<file path="src/rtl/arp_pkg.sv">
`default_nettype none
// ============================================================================
// Module   : arp_pkg
// Purpose  : Shared constants and types for the ARP transmit path.
//            Ethernet/ARP field values, per-section byte counts and the
//            one-hot state type used by arp_tx.
// Ports    : none (package)
// Revision : 1.0 - initial release
// ============================================================================
package arp_pkg;

  localparam logic [15:0] ETH_TYPE_ARP  = 16'h0806;
  localparam logic [15:0] ARP_HTYPE     = 16'h0001;
  localparam logic [15:0] ARP_PTYPE     = 16'h0800;
  localparam logic [7:0]  ARP_HLEN      = 8'h06;
  localparam logic [7:0]  ARP_PLEN      = 8'h04;
  localparam logic [15:0] ARP_OP_REQ    = 16'h0001;
  localparam logic [15:0] ARP_OP_REPLY  = 16'h0002;
  localparam logic [7:0]  PREAMBLE_BYTE = 8'h55;
  localparam logic [7:0]  SFD_BYTE      = 8'hD5;
  localparam logic [47:0] BCAST_MAC     = 48'hFFFF_FFFF_FFFF;

  // Section lengths in bytes.
  localparam int PREAMBLE_LEN = 8;
  localparam int ETH_HDR_LEN  = 14;
  localparam int ARP_LEN      = 28;
  localparam int PAD_LEN      = 18;
  localparam int FCS_LEN      = 4;

  typedef enum logic [6:0] {
    ST_IDLE     = 7'b000_0001,
    ST_PREAMBLE = 7'b000_0010,
    ST_ETH_HEAD = 7'b000_0100,
    ST_ARP_DATA = 7'b000_1000,
    ST_PAD      = 7'b001_0000,
    ST_FCS      = 7'b010_0000,
    ST_IFG      = 7'b100_0000
  } arp_state_t;

endpackage : arp_pkg
`default_nettype wire

</file>
<file path="src/rtl/arp_tx_if.sv">
`default_nettype none
// ============================================================================
// Module   : arp_tx_if
// Purpose  : Request handshake and GMII transmit bus of the ARP transmitter.
// Signals  : arp_tx_en/arp_tx_type/des_mac/des_ip - start request from the
//            control layer; busy/tx_done - status back to it;
//            gmii_tx_en/gmii_txd - GMII transmit byte stream.
// Modports : master - control layer / bench side
//            slave  - arp_tx side
// Revision : 1.0 - initial release
// ============================================================================
interface arp_tx_if;
  logic        arp_tx_en;
  logic        arp_tx_type;
  logic [47:0] des_mac;
  logic [31:0] des_ip;
  logic        gmii_tx_en;
  logic [7:0]  gmii_txd;
  logic        tx_done;
  logic        busy;

  modport master (
    output arp_tx_en, arp_tx_type, des_mac, des_ip,
    input  gmii_tx_en, gmii_txd, tx_done, busy
  );

  modport slave (
    input  arp_tx_en, arp_tx_type, des_mac, des_ip,
    output gmii_tx_en, gmii_txd, tx_done, busy
  );
endinterface : arp_tx_if
`default_nettype wire

</file>
<file path="src/rtl/arp_tx_crc32_d8.sv">
`default_nettype none
// ============================================================================
// Module   : crc32_d8
// Purpose  : IEEE 802.3 CRC-32 (reflected poly 0xEDB88320), one byte per
//            clock. crc is the raw register (no final complement); the
//            caller inverts it when emitting the FCS.
// Ports    : clk, rst   - clock, asynchronous active-high reset
//            init       - load all-ones (priority over en)
//            en         - fold data into the register this cycle
//            data[7:0]  - byte to fold in
//            crc[31:0]  - current register value
//            crc_next   - register value after folding in data
// Revision : 1.0 - initial release
// ============================================================================
module crc32_d8 (
  input  logic        clk,
  input  logic        rst,
  input  logic        init,
  input  logic        en,
  input  logic [7:0]  data,
  output logic [31:0] crc,
  output logic [31:0] crc_next
);

  logic [31:0] crc_q;
  logic [31:0] crc_d;

  always_comb begin
    logic [31:0] c;
    c = crc_q ^ {24'h0, data};
    for (int i = 0; i < 8; i++) begin
      c = c[0] ? ((c >> 1) ^ 32'hEDB8_8320) : (c >> 1);
    end
    crc_next = c;
  end

  always_comb begin
    crc_d = crc_q;
    if (init) begin
      crc_d = 32'hFFFF_FFFF;
    end else if (en) begin
      crc_d = crc_next;
    end
  end

  always_ff @(posedge clk or posedge rst) begin
    if (rst) begin
      crc_q <= 32'hFFFF_FFFF;
    end else begin
      crc_q <= crc_d;
    end
  end

  assign crc = crc_q;

endmodule : crc32_d8
`default_nettype wire

</file>
<file path="src/rtl/arp_tx.sv">
`default_nettype none
// ============================================================================
// Module   : arp_tx
// Purpose  : Builds and sends one ARP request/reply frame on GMII TX:
//            preamble+SFD, Ethernet header, 28-byte ARP body, 18 pad bytes,
//            FCS, then an enforced inter-frame gap.
// Ports    : clk, rst            - GMII TX clock, async active-high reset
//            board_mac, board_ip - local addresses (sender fields)
//            tx_if (slave)       - start request, status, GMII TX bus
// Params   : IFG_CYCLES          - idle cycles after FCS (12..64)
// Revision : 1.0 - initial release
// ============================================================================
module arp_tx
  import arp_pkg::*;
#(
  parameter int IFG_CYCLES = 12
) (
  input  logic        clk,
  input  logic        rst,
  input  logic [47:0] board_mac,
  input  logic [31:0] board_ip,
  arp_tx_if.slave     tx_if
);

  arp_state_t  state_q, state_d;
  logic [5:0]  cnt_q, cnt_d;
  logic        type_q, type_d;
  logic [47:0] des_mac_q, des_mac_d;
  logic [31:0] des_ip_q, des_ip_d;
  logic [47:0] board_mac_q, board_mac_d;
  logic [31:0] board_ip_q, board_ip_d;
  logic        gmii_tx_en_q, gmii_tx_en_d;
  logic [7:0]  gmii_txd_q, gmii_txd_d;
  logic        tx_done_q, tx_done_d;
  logic        busy_q, busy_d;

  logic        accept;
  logic        crc_init;
  logic        crc_en;
  logic [31:0] crc_val;
  logic [31:0] crc_nxt;

  logic [ETH_HDR_LEN*8-1:0] eth_hdr;
  logic [ARP_LEN*8-1:0]     arp_body;

  // Frame fields built from the latched copies only, so input changes while
  // busy cannot disturb the frame in flight.
  assign eth_hdr  = {(type_q ? des_mac_q : BCAST_MAC), board_mac_q, ETH_TYPE_ARP};
  assign arp_body = {ARP_HTYPE, ARP_PTYPE, ARP_HLEN, ARP_PLEN,
                     (type_q ? ARP_OP_REPLY : ARP_OP_REQ),
                     board_mac_q, board_ip_q,
                     (type_q ? des_mac_q : 48'h0), des_ip_q};

  crc32_d8 u_crc (
    .clk      (clk),
    .rst      (rst),
    .init     (crc_init),
    .en       (crc_en),
    .data     (gmii_txd_d),
    .crc      (crc_val),
    .crc_next (crc_nxt)
  );

  always_comb begin
    state_d     = state_q;
    cnt_d       = cnt_q + 6'd1;
    type_d      = type_q;
    des_mac_d   = des_mac_q;
    des_ip_d    = des_ip_q;
    board_mac_d = board_mac_q;
    board_ip_d  = board_ip_q;
    tx_done_d   = 1'b0;
    accept      = 1'b0;

    unique case (state_q)
      ST_IDLE: begin
        cnt_d = '0;
        if (tx_if.arp_tx_en) begin
          accept      = 1'b1;
          state_d     = ST_PREAMBLE;
          type_d      = tx_if.arp_tx_type;
          des_mac_d   = tx_if.des_mac;
          des_ip_d    = tx_if.des_ip;
          board_mac_d = board_mac;
          board_ip_d  = board_ip;
        end
      end
      ST_PREAMBLE: if (cnt_q == 6'(PREAMBLE_LEN - 1)) state_d = ST_ETH_HEAD;
      ST_ETH_HEAD: if (cnt_q == 6'(ETH_HDR_LEN - 1))  state_d = ST_ARP_DATA;
      ST_ARP_DATA: if (cnt_q == 6'(ARP_LEN - 1))      state_d = ST_PAD;
      ST_PAD:      if (cnt_q == 6'(PAD_LEN - 1))      state_d = ST_FCS;
      ST_FCS: begin
        if (cnt_q == 6'(FCS_LEN - 1)) begin
          state_d   = ST_IFG;
          tx_done_d = 1'b1;
        end
      end
      ST_IFG:      if (cnt_q == 6'(IFG_CYCLES - 1))   state_d = ST_IDLE;
      default:     state_d = ST_IDLE;
    endcase

    if (state_d != state_q) begin
      cnt_d = '0;
    end

    // busy is derived from the current state, so it stays high through the
    // first IDLE cycle after the gap; that cycle can already accept a start.
    busy_d = accept || (state_q != ST_IDLE);

    // Output registers carry the byte for the position entered at the next
    // edge; the CRC folds in the same byte on the same edge, so the register
    // already covers the last pad byte when the first FCS byte is selected.
    gmii_tx_en_d = 1'b0;
    gmii_txd_d   = 8'h00;
    crc_init     = 1'b0;
    crc_en       = 1'b0;
    case (state_d)
      ST_PREAMBLE: begin
        gmii_tx_en_d = 1'b1;
        gmii_txd_d   = (cnt_d == 6'(PREAMBLE_LEN - 1)) ? SFD_BYTE : PREAMBLE_BYTE;
        crc_init     = 1'b1;
      end
      ST_ETH_HEAD: begin
        gmii_tx_en_d = 1'b1;
        gmii_txd_d   = eth_hdr[8*(ETH_HDR_LEN-1-int'(cnt_d)) +: 8];
        crc_en       = 1'b1;
      end
      ST_ARP_DATA: begin
        gmii_tx_en_d = 1'b1;
        gmii_txd_d   = arp_body[8*(ARP_LEN-1-int'(cnt_d)) +: 8];
        crc_en       = 1'b1;
      end
      ST_PAD: begin
        gmii_tx_en_d = 1'b1;
        gmii_txd_d   = 8'h00;
        crc_en       = 1'b1;
      end
      ST_FCS: begin
        // Complemented CRC, least-significant byte first.
        gmii_tx_en_d = 1'b1;
        gmii_txd_d   = ~crc_val[8*int'(cnt_d[1:0]) +: 8];
      end
      default: begin
        gmii_tx_en_d = 1'b0;
        gmii_txd_d   = 8'h00;
      end
    endcase
  end

  always_ff @(posedge clk or posedge rst) begin
    if (rst) begin
      state_q      <= ST_IDLE;
      cnt_q        <= '0;
      type_q       <= 1'b0;
      des_mac_q    <= '0;
      des_ip_q     <= '0;
      board_mac_q  <= '0;
      board_ip_q   <= '0;
      gmii_tx_en_q <= 1'b0;
      gmii_txd_q   <= 8'h00;
      tx_done_q    <= 1'b0;
      busy_q       <= 1'b0;
    end else begin
      state_q      <= state_d;
      cnt_q        <= cnt_d;
      type_q       <= type_d;
      des_mac_q    <= des_mac_d;
      des_ip_q     <= des_ip_d;
      board_mac_q  <= board_mac_d;
      board_ip_q   <= board_ip_d;
      gmii_tx_en_q <= gmii_tx_en_d;
      gmii_txd_q   <= gmii_txd_d;
      tx_done_q    <= tx_done_d;
      busy_q       <= busy_d;
    end
  end

  assign tx_if.gmii_tx_en = gmii_tx_en_q;
  assign tx_if.gmii_txd   = gmii_txd_q;
  assign tx_if.tx_done    = tx_done_q;
  assign tx_if.busy       = busy_q;

endmodule : arp_tx
`default_nettype wire

</file>
<file path="src/flat_wrapper.sv">
// flat-port wrapper written by rule: the top's interface ports become plain ports
module arp_tx_flat import arp_pkg::*;
#(
  parameter int IFG_CYCLES = 12
)
  (clk, rst, board_mac, board_ip, tx_if_arp_tx_en, tx_if_arp_tx_type, tx_if_des_mac, tx_if_des_ip, tx_if_gmii_tx_en, tx_if_gmii_txd, tx_if_tx_done, tx_if_busy);
  arp_tx_if tx_if_i ();
  input  logic clk;
  input  logic rst;
  input  logic [47:0] board_mac;
  input  logic [31:0] board_ip;
  input wire logic [$bits(tx_if_i.arp_tx_en)-1:0] tx_if_arp_tx_en;
  input wire logic [$bits(tx_if_i.arp_tx_type)-1:0] tx_if_arp_tx_type;
  input wire logic [$bits(tx_if_i.des_mac)-1:0] tx_if_des_mac;
  input wire logic [$bits(tx_if_i.des_ip)-1:0] tx_if_des_ip;
  output wire logic [$bits(tx_if_i.gmii_tx_en)-1:0] tx_if_gmii_tx_en;
  output wire logic [$bits(tx_if_i.gmii_txd)-1:0] tx_if_gmii_txd;
  output wire logic [$bits(tx_if_i.tx_done)-1:0] tx_if_tx_done;
  output wire logic [$bits(tx_if_i.busy)-1:0] tx_if_busy;
  assign tx_if_i.arp_tx_en = tx_if_arp_tx_en;
  assign tx_if_i.arp_tx_type = tx_if_arp_tx_type;
  assign tx_if_i.des_mac = tx_if_des_mac;
  assign tx_if_i.des_ip = tx_if_des_ip;
  assign tx_if_gmii_tx_en = tx_if_i.gmii_tx_en;
  assign tx_if_gmii_txd = tx_if_i.gmii_txd;
  assign tx_if_tx_done = tx_if_i.tx_done;
  assign tx_if_busy = tx_if_i.busy;
  arp_tx #(.IFG_CYCLES(IFG_CYCLES)) u_core (.clk(clk), .rst(rst), .board_mac(board_mac), .board_ip(board_ip), .tx_if(tx_if_i));
endmodule
</file>
<file path="config.mk">
export PLATFORM = sky130hd
export DESIGN_NAME = arp_tx_flat
export DESIGN_NICKNAME = d
export VERILOG_FILES = /design/src/rtl/arp_pkg.sv /design/src/rtl/arp_tx_if.sv /design/src/rtl/arp_tx_crc32_d8.sv /design/src/rtl/arp_tx.sv /design/src/flat_wrapper.sv
export SDC_FILE = /design/constraint.sdc
export NUM_CORES = 1
export LEC_CHECK = 0
export CAP_MARGIN = 30
export CORE_MARGIN = 2
export CORE_UTILIZATION = 52
export CTS_BUF_LIST = sky130_fd_sc_hd__clkbuf_8
export CTS_CLUSTER_DIAMETER = 30
export DETAILED_ROUTE_END_ITERATION = 7
export GPL_TIMING_DRIVEN = 0
export PLACE_DENSITY = 0.86
export SYNTH_ARGS = -nofsm -noshare
export SYNTH_HDL_FRONTEND = slang
export SYNTH_SLANG_ARGS = --single-unit
</file>
<file path="constraint.sdc">
create_clock -name clk -period 7.3 [get_ports clk]
set_input_delay 0.73 -clock clk [delete_from_list [all_inputs] [get_ports clk]]
set_output_delay 0.73 -clock clk [all_outputs]
set_load 0.005 [all_outputs]
</file>
==> metrics.txt <==
DRC viols=0; Clock Latency Late Sink=roughly 0.57 ns; Via density=roughly 6.7; All-Layer GR Usage=42.2%; reg-to-reg setup timing slack=0.15 ns; CP required=7.80 ns; Routed Antenna Nets=0; Post-DP Area=0.0153 mm²; hold_sp=u_core.board_ip_q[23]; slew margin rel.=20.7%; CTS tree=built; root buf cell=clkbuf_8; Seq cells post-synth=217; Post-Layout Cell Count=1905; ys async rst share=100%; Layout area overhead=28.3%; most common cell in the netlist=dfrtp_1; crit end category=register; critical path's top delay family=buffers and inverters; top cells by area, synth=dfrtp_1 (35%), mux2_2 (15%), dfstp_2 (6.6%), a21oi_1 (3.6%), xnor3_1 (2.7%); DRT Pass-1 Iters=8; Synth Area in XOR/XNOR=6.36%; Fill cells=1872; worst r2r src=u_core.state_q[1]; die area=0.0265 mm²; Setup WS pre-CTS=-3.04 ns; worst vdd ir=297 µV; Synth Flop Type=dfrtp_1; worst hold margin=around 0.51 ns; htree depth=2; vias=12700; mux cell area share after synthesis=between 10% and 20%; Yosys cell types=86; Core Area=0.0250 mm²; crit share post-route=98.0%; syn_area_per_cell=~10 µm²; Finish-stage setup viols=0; setup ws final=between 0.1 and 0.15 ns; Top Ports=175; hold endpoint=u_core.board_ip_q[23]; Arr. time, crit path=roughly 7.7 ns; hold path cells=1; complex-gate fraction of the synthesized area=17.6%; crit-path max cell delay=roughly 0.5 ns; final instance area=between 0.015 and 0.02 mm²; TritonCTS Sinks=217; fin crit period=~7 ns; Initial Util=52.5%; sequential fraction of the synthesis area=41.7%; Post-Route Utilization=67.4%; Power Density=roughly 470 mW/mm²; crit-path most repeated cell=buf_4; wire length per cell=29.1 µm; Max Slew Vio Count=0; Port Buffers=between 150 and 200; row cnt=58; Hold WC Path Type=reg -> reg; top cell type's share of synthesized area=35.1%; Die H=163 µm; largest net degree at the start of global routing=roughly 120; post-synthesis simple-gate area fraction=14.1%; Max Fclk=140 MHz; reg2reg path depth=30; antenna violations before repair=0; leakage=6.96 nW; width of the die=163 µm; CTS Buf Count=47; Max Clock Skew=about 0.022 ns; Clock transition at path regs=roughly 0.06 ns; Critical Path Fanout Max=19; CP max-delay cell=or4_1; cell type with the largest total area after synthesis=dfrtp_1; Synth Net Count=1462; EDFF count, synth=0; startpoint types=register; DP Cell Count=1806; Antenna Cells=0; WL final=55.4 mm; main combinational cell family by area after synthesis=compound AO/OA/AOI/OAI gates; Worst Max-Slew Pin Slew=between 1 and 1.5 ns; status=finished, final reports clean; GRT overflow=0; Post-Syn Area=between 0.01 and 0.015 mm²; layout cell share with drive strength beyond 1=about 25%; GPL Wtd Cong=1.04; CTS Buffer Depth=3; Synth Warn #=0; Post-synth top cells=dfrtp_1 (184), mux2_2 (172), a21oi_1 (94); post-synthesis adder-cell area fraction=0.573%; RR Endpoint=u_core.u_crc.crc[19]; Max Cap Viol=0; final hold viol count=0; fin nets=1708; Crit Path Category=reg -> reg; CP bufs+invs=10; Initial DRC Count=about 1800; vias in the first global route=13000; first-pass GRT wire length=~82 mm; Mapped Cells=1292; Detailed Place HPWL=just over 40 mm
[kinds of logic after synthesis]
family,count (synthesis)
mux,183
xor+xnor,58
simple gates,361
compound gates,345
flops,217
buf+inv,122
fa+ha+maj,6
[area by class of cell]
| class | instances | area (µm²) | share of cell area [%] |
|---|---|---|---|
| timing repair buffer | 206 | 1990 | 11.8 |
| buffer | 84 | 407 | 2.42 |
| clock inverter | 31 | 308 | 1.83 |
| inverter | 29 | 121 | 0.721 |
| sequential | 217 | 5470 | 32.5 |
| tap | 330 | 413 | 2.45 |
| clock buffer | 55 | 757 | 4.50 |
| multi-input combinational | 953 | 7350 | 43.7 |
[registers in the layout, indices dropped and copies added, names as in the netlist]
register,flops
u_core.u_crc.crc,32
u_core.des_ip_q,32
u_core.cnt_q,6
u_core.state_q,7
u_core.type_q,1
u_core.des_mac_q,48
u_core.board_mac_q,48
u_core.board_ip_q,32
u_core.tx_if.tx_done,1
u_core.tx_if.busy,1
u_core.tx_if.gmii_tx_en,1
u_core.tx_if.gmii_txd,8
[worst register-to-register path, delay by kind of cell (launching register included)]
kind	cells	cell delay, ns
and+or+nand+nor	9	1.89
buffers and inverters	10	1.94
DFF	1	0.35
muxes	1	0.31
adders and majority gates	1	0.18
xor gates and xnor gates	3	0.98
AOI/OAI and AO/OA	6	1.44
[per-layer routing]
metal | up-vias | global-route usage, % | share of wire, %
li1 | 5348 | - | -
met1 | 6253 | 53.9 | 38
met2 | 909 | 67.0 | 46
met3 | 222 | 10.3 | 10
met4 | 0 | 21.5 | 5.8
met5 | - | 0 | 0
[metrics by stage]
step	power, W	TNS [ns]
after floorplan	0.00445	0
after global placement	0.00591	-395.23
after detailed placement	0.00601	-90.20
after CTS	0.00763	0
after global routing	0.00810	-0.00904
final	0.00787	0
[layout by cell type (no fill, tap or decap), drive strengths merged, types with 61 or more instances in the layout]
master	instances
dfrtp	184
clkbuf	110
nand2	70
a21oi	94
nand3	64
buf	61
clkdlybuf4s50	174
o21ai	76
mux2	172
nor2	74
[repair_timing]
item                                   in CTS  in global routing
setup buffers                              15                  6
setup endpoints to repair                  40                 26
endpoints found under the hold margin       0                  0
pin swaps                                  10                  8
resized for setup                          55                 19
hold buffers                                0                  0
[worst max path at each step]
stage / from / endpoint / slack [ns] / cells past startpoint
finish: u_core.state_q[1] / u_core.u_crc.crc[19] / 0.15 / 30
global route: u_core.state_q[1] / u_core.u_crc.crc[19] / -0.009 / 30
CTS: u_core.state_q[1] / u_core.u_crc.crc[19] / 0.08 / 31
detailed placement: u_core.cnt_q[0] / u_core.u_crc.crc[26] / -3.04 / 30
global placement: u_core.cnt_q[0] / u_core.u_crc.crc[26] / -2.95 / 30
floorplan: u_core.state_q[1] / u_core.u_crc.crc[26] / 0.39 / 31
[power by group]
part           total [W]  switching, W  leakage, nW  internal (W)
clock            0.00148      0.000602        0.554      0.000878
combinational    0.00427       0.00259         3.86       0.00168
sequential       0.00213      0.000429         2.55       0.00170
total            0.00787       0.00362         6.96       0.00425
No activity file was read; power rests on OpenSTA's default activity.
